<file path="src/rtl/mux2_rr_arbiter.sv">
// mux2_rr_arbiter
//   Two-requester round-robin arbiter in front of a shared 2:1 mux.
//   It owns the mux select, the per-requester grants and a registered copy
//   of the muxed data. A grant lasts at most MAX_HOLD cycles while the
//   other side is also requesting, so neither requester can starve.
// Ports
//   clk        rising-edge clock
//   rst_n      synchronous active-low reset
//   req0/req1  requests from side 0 / side 1
//   in0/in1    side 0 / side 1 data (W bits)
//   gnt0/gnt1  registered grants, one-hot or both low
//   sel        registered mux select (0=in0, 1=in1), holds while idle
//   out0       registered muxed data, captured in grant cycles only
//   out_valid  out0 holds the beat captured in the previous grant cycle
module mux2_rr_arbiter #(
  parameter int W        = 8,
  parameter int MAX_HOLD = 4
) (
  input  logic         clk,
  input  logic         rst_n,
  input  logic         req0,
  input  logic         req1,
  input  logic [W-1:0] in0,
  input  logic [W-1:0] in1,
  output logic         gnt0,
  output logic         gnt1,
  output logic         sel,
  output logic [W-1:0] out0,
  output logic         out_valid
);

  localparam int CW = (MAX_HOLD > 1) ? $clog2(MAX_HOLD) : 1;
  localparam logic [CW-1:0] CNT_LAST = CW'(MAX_HOLD - 1);

  typedef enum logic [1:0] {IDLE = 2'd0, GNT0 = 2'd1, GNT1 = 2'd2} state_t;

  state_t        state, state_nxt;
  logic [CW-1:0] cnt;
  logic          last_gnt;   // side that most recently won a grant
  logic          hold_max;   // current owner has used up its turn
  logic          contended;  // the side not holding the grant is requesting

  assign hold_max  = (cnt == CNT_LAST);
  assign contended = ((state == GNT0) && req1) || ((state == GNT1) && req0);

  // State, counter, last-winner, select and data registers
  always_ff @(posedge clk) begin
    if (!rst_n) begin
      state     <= IDLE;
      cnt       <= '0;
      last_gnt  <= 1'b1;
      sel       <= 1'b0;
      out0      <= '0;
      out_valid <= 1'b0;
    end else begin
      state <= state_nxt;

      // Counter only advances while the other side is waiting; a lone
      // requester keeps cnt at zero and may hold indefinitely.
      if (state_nxt != state) cnt <= '0;
      else if (contended)     cnt <= cnt + CW'(1);
      else                    cnt <= '0;

      if (state_nxt != state) begin
        if (state_nxt == GNT0) last_gnt <= 1'b0;
        if (state_nxt == GNT1) last_gnt <= 1'b1;
      end

      // sel follows the grant and keeps its last value through IDLE
      if (state_nxt == GNT0)      sel <= 1'b0;
      else if (state_nxt == GNT1) sel <= 1'b1;

      // Data is captured one edge after the grant appears, so a
      // GNT0->GNT1 hand-off yields back-to-back beats with no bubble.
      out_valid <= (state != IDLE);
      if (state != IDLE) out0 <= (state == GNT1) ? in1 : in0;
    end
  end

  // Next-state logic
  always_comb begin
    state_nxt = state;
    case (state)
      IDLE: begin
        if (req0 && req1) state_nxt = last_gnt ? GNT0 : GNT1;
        else if (req0)    state_nxt = GNT0;
        else if (req1)    state_nxt = GNT1;
      end
      GNT0: begin
        if (!req0)                state_nxt = req1 ? GNT1 : IDLE;
        else if (req1 && hold_max) state_nxt = GNT1;
      end
      GNT1: begin
        if (!req1)                state_nxt = req0 ? GNT0 : IDLE;
        else if (req0 && hold_max) state_nxt = GNT0;
      end
      default: state_nxt = IDLE;
    endcase
  end

  // Grant outputs decode straight from the state register
  always_comb begin
    gnt0 = (state == GNT0);
    gnt1 = (state == GNT1);
  end

endmodule
</file>
<file path="config.mk">
export PLATFORM = sky130hd
export DESIGN_NAME = mux2_rr_arbiter
export DESIGN_NICKNAME = d
export VERILOG_FILES = /design/src/rtl/mux2_rr_arbiter.sv
export SDC_FILE = /design/constraint.sdc
export NUM_CORES = 1
export LEC_CHECK = 0
export CAP_MARGIN = 40
export CORE_UTILIZATION = 31
export DETAILED_ROUTE_END_ITERATION = 12
export PLACE_DENSITY_LB_ADDON = 0.15
export SLEW_MARGIN = 10
export SYNTH_ARGS = -nofsm -noshare
export SYNTH_HDL_FRONTEND = slang
export SYNTH_SLANG_ARGS = --single-unit
export TNS_END_PERCENT = 10
</file>
<file path="constraint.sdc">
create_clock -name clk -period 5.9 [get_ports clk]
set_clock_uncertainty 0.05 [all_clocks]
set_input_delay 1.18 -clock clk [delete_from_list [all_inputs] [get_ports clk]]
set_output_delay 1.18 -clock clk [all_outputs]
set_load 0.1 [all_outputs]
</file>
# Word-level counts from Yosys, hierarchy flattened
# Index checks and enable logic that the tools add are counted.
# Widths: inputs -> output; s select.
dict set report totals {
  regBits 15
  input_bits 20
  out_inout_bits 12
  word_cells 41
}
dict set report op_classes {
  addsub 1
  n_eq_ne 6
  muxes 14
  n_bitwise 2
  reduce_logical 12
}
# cell n
set op_table {}
lappend op_table {{$mux 2} 9}
lappend op_table {{$mux 8} 1}
lappend op_table {{$eq 2x2->1 const B} 3}
lappend op_table {{$pmux 2 s3} 1}
lappend op_table {{$logic_and 1x1->1} 5}
lappend op_table {{$eq 2x1->1 const B} 2}
lappend op_table {{$reduce_bool 2->1} 2}
lappend op_table {{$mux 1} 3}
lappend op_table {{$reduce_or 3->1} 1}
lappend op_table {{$add 2x1->2 const B} 1}
lappend op_table {{$logic_not 2->1} 1}
lappend op_table {{$ne 2x2->1} 1}
lappend op_table {{$not 1->1} 2}
lappend op_table {{$reduce_and 2->1} 1}
lappend op_table {{$reduce_or 2->1} 1}
lappend op_table {{$logic_or 1x1->1} 1}

# Logic depth before layout (Yosys ltp)
dict set report logic_depth {
  ltp_word 8
  depth_mapped 9
  depth_no_buf 9
}

# Worst setup path before layout
# OpenSTA, ideal clock, no wires.
dict set report synth_path {
  path_kind {register -> output}
  start {register state[0]}
  end {output port gnt0}
  t_arrival_ns 1.802
  required_ns 4.670
  setup_slack_ns 2.868
  stages_incl_launch_ff 3
  path_buffers 1
  path_cell_list {dfxtp_1 buf_6 nor2b_1}
}
dict set report synth_via {
  elab_chain_cells 1
}
# item line_no
set synth_lines {}
lappend synth_lines {{start: declaration} 37} ;# state_t state, state_nxt;
lappend synth_lines {{start signal: assignment} 56} ;# state <= state_nxt;
lappend synth_lines {{$eq 2x1->1} 103} ;# gnt0 = (state == GNT0);
lappend synth_lines {{end: declaration} 25} ;# output logic gnt0,
# Every way passes these cells.

# Worst setup path after layout
dict set report layout_path {
  start {register state[1]}
  end {output port gnt1}
}
dict set report layout_via {
  elab_chain_cells 1
}
# item line_no
set layout_lines {}
lappend layout_lines {{$eq 2x2->1} 104} ;# gnt1 = (state == GNT1);
lappend layout_lines {{end: declaration} 26} ;# output logic gnt1,
# Every way passes these cells.

==> run summary <==
Min-Delay Endpoint: cnt[0]$_SDFF_PP0_
Yosys top cell by area: dfxtp_1
Slowest stage delay, CP: 0.78 ns
Worst ir drop on vdd: 0.123 mV
Vias/cell: 4.64
Area of the mapped netlist: 761 um2
Fill count: 217
Max-cap violation count: 0
Nature of the critical path startpoint: flop
Slew Viols, Final: 0
GR Util All Layers: 13.9%
Worst setup EP type: primary output
Area delta synth->final: 66.6%
Netlist cell types: 22
Post-layout min period: 3.37 ns
Arrival time at the worst endpoint: 2.14 ns
Most Crowded Layer GR: met2
Vias in the first global route: 663
Core Box Area: 2250 um2
Average size of a mapped cell: 8.45 um2
Starting DRC count in detailed routing: 2
Max_slew headroom: 46.9%
Buf+Inv Stages, Crit Path: 3
Measured slew at the worst slew-check pin: 0.795 ns
Gr ovfl total: 0
TritonCTS buffer count: 3
# clock sinks: 15
RSZ-0062 raised after global routing: no
I/O Buffers: 31
Pin count of the biggest net entering global routing: 27
Sequential share of the synthesized area: 39.5%
Area of the multi-input gates: 395 um2
Setup WS pre-CTS: 2.80 ns
Starting Density: 33.7%
Fin nets: 155
Synth top area cells: dfxtp_1 (39%), mux2i_1 (12%), nor2_1 (11%)
Met3 usage: 4.39%
H-tree depth: 1
# resized after CTS: 0
DP Wirelength: 1.27 mm
R2R Path Start: state[0]$_SDFF_PN0_
Ratio of cells with drive above 1 in the final layout: 16.8%
Initial antenna violation count: 0
Crit-path cells: inv_1 -> nor2_2 -> clkdlybuf4s50_1 -> buf_8
First-pass GRT wire length: 2.70 mm
Hold Path Depth: 1
Hold buffer count at CTS: 0
Fmax: 297 MHz
Worst Path Class, Setup: flop to primary output
Critical Path Fanout Max: 16
Share of the synthesized area in the top cell type: 39.5%
Required @ worst endpoint: 4.67 ns
CTS clk-pin slew, worst paths: 0.09 ns
Routed WL: 1.68 mm
Yosys reg bits: 15
Die Y: 51.5 um
TritonCTS clock tree: built
Clock insertion delay at the later pin of the skew report: 0.28 ns
Clk root buf: clkbuf_4
Final worst slack: 2.53 ns
GP Congestion: 0.728
Post-Route Setup TNS: 0 ns
FF-to-FF setup slack: 3.66 ns
Worst r2r dst: last_gnt$_SDFFE_PN1P_
DRT Pass-1 Iters: 2
CP delay by family, top: buffers and inverters
Leakage power: 0.522 nW
IO Pins: 32
Status: finished clean
Synth Instances: 90
Tcrit/Tclk final: 57.0%
Seq. cell area: 300 um2
Vias: 738
Post-CTS Setup Repair Bufs: 0
Die Footprint: 2660 um2
Levels on crit path: 4
Clk buf depth: 2
GR Util met1: 15.3%
Final Hold Viols: 0
Hold_sp: cnt[0]$_SDFF_PP0_
Remaining DRCs: 0
Antenna viol nets, final: 0
Syn Nets: 113
Die X: 51.5 um
Setup violators final: 0
Met2 GRT Util: 23.8%
Worst min path class: flop to flop
YS warnings: 0
Row cnt: 17
Routed length per instance: 10.6 um
FF-to-FF path depth: 8
CP max-delay cell: dfxtp_1
Power density over the cells: 239 nW/um2
Diodes inserted: 0
## layer usage
layer	routed length, um	share of wire, %	vias to the layer above
met5	0	0	-
met4	12	0.71	0
met3	98	5.8	2
met2	843	50	20
met1	730	43	332
li1	-	-	384
## through the flow
stage               cell area [um2]  std cells  power [W]  utilization [%]  hold slack [ns]
finish                         1270        159   0.000303             56.2            0.385
global route                   1270        159   0.000322             56.2            0.413
detailed placement             1240        155   0.000247             55.0            0.376
CTS                            1270        159   0.000308             56.2            0.391
floorplan                       761         90   0.000198                -            0.358
global placement               1060        143   0.000226             47.0            0.367
## power breakdown
part | switching [W] | total (W) | leakage, nW | internal [W]
Clock | 0.0000339 | 0.0000591 | 0.0177 | 0.0000251
Combinational | 0.0000720 | 0.000125 | 0.381 | 0.0000531
Sequential | 0.00000999 | 0.000119 | 0.123 | 0.000109
Total | 0.000116 | 0.000303 | 0.522 | 0.000187
## worst max path at each step
stage | startpoint | to | slack (ns)
2_1_floorplan | state[0]$_SDFF_PN0_ | gnt0 | 2.87
5_1_grt | state[1]$_SDFF_PN0_ | gnt1 | 2.40
3_5_place_dp | req0 | last_gnt$_SDFFE_PN1P_ | 2.80
3_3_place_gp | state[1]$_SDFF_PN0_ | gnt1 | 2.45
6_report | state[1]$_SDFF_PN0_ | gnt1 | 2.53
4_1_cts | state[1]$_SDFF_PN0_ | gnt1 | 2.51
## flip-flops by register name (all words and copies together) (netlist names)
signal     cells
state          2
cnt            2
sel            1
last_gnt       1
out0           8
out_valid      1
## final cells by class
type	instances	area share [%]
multi-input combinational	64	31.2
timing repair buffer	43	38.7
tap	28	2.76
clock inverter	1	0.395
clock buffer	3	1.78
sequential	15	23.7
inverter	5	1.48
## cells in the final DEF, fill, tap and decap left out
cell / instances
clkinv_2: 1
nand2_1: 2
nor2_1: 23
o221ai_2: 1
buf_8: 12
nand4b_1: 1
nor2_2: 2
clkbuf_4: 3
nand3_2: 1
nor3b_1: 1
a21oi_1: 10
dfxtp_1: 15
mux2i_1: 9
o21ai_2: 1
nor2b_1: 2
nor3_1: 4
o21ai_1: 1
clkdlybuf4s50_1: 31
a31oi_1: 2
ha_1: 3
mux2_2: 1
inv_1: 5
## synth_stat cells
cell type  instances
a21oi_1           10
a31oi_1            2
buf_2              1
buf_4              2
buf_6              2
clkbuf_1           1
dfxtp_1           15
ha_1               3
inv_1              5
mux2_2             1
mux2i_1            9
nand2_1            2
nand3_2            1
nand4b_1           1
nor2_1            23
nor2_2             2
nor2b_1            2
nor3_1             4
nor3b_1            1
o21ai_1            1
o21ai_2            1
o221ai_2           1
## cells by family after synthesis
kind of cell    share of synthesized area [%]
buf+inv                                  8.55
fa+ha+maj                                4.93
compound gates                           12.0
flops                                    39.5
simple gates                             21.7
mux                                      13.3
(Power assumes the default switching activity.)
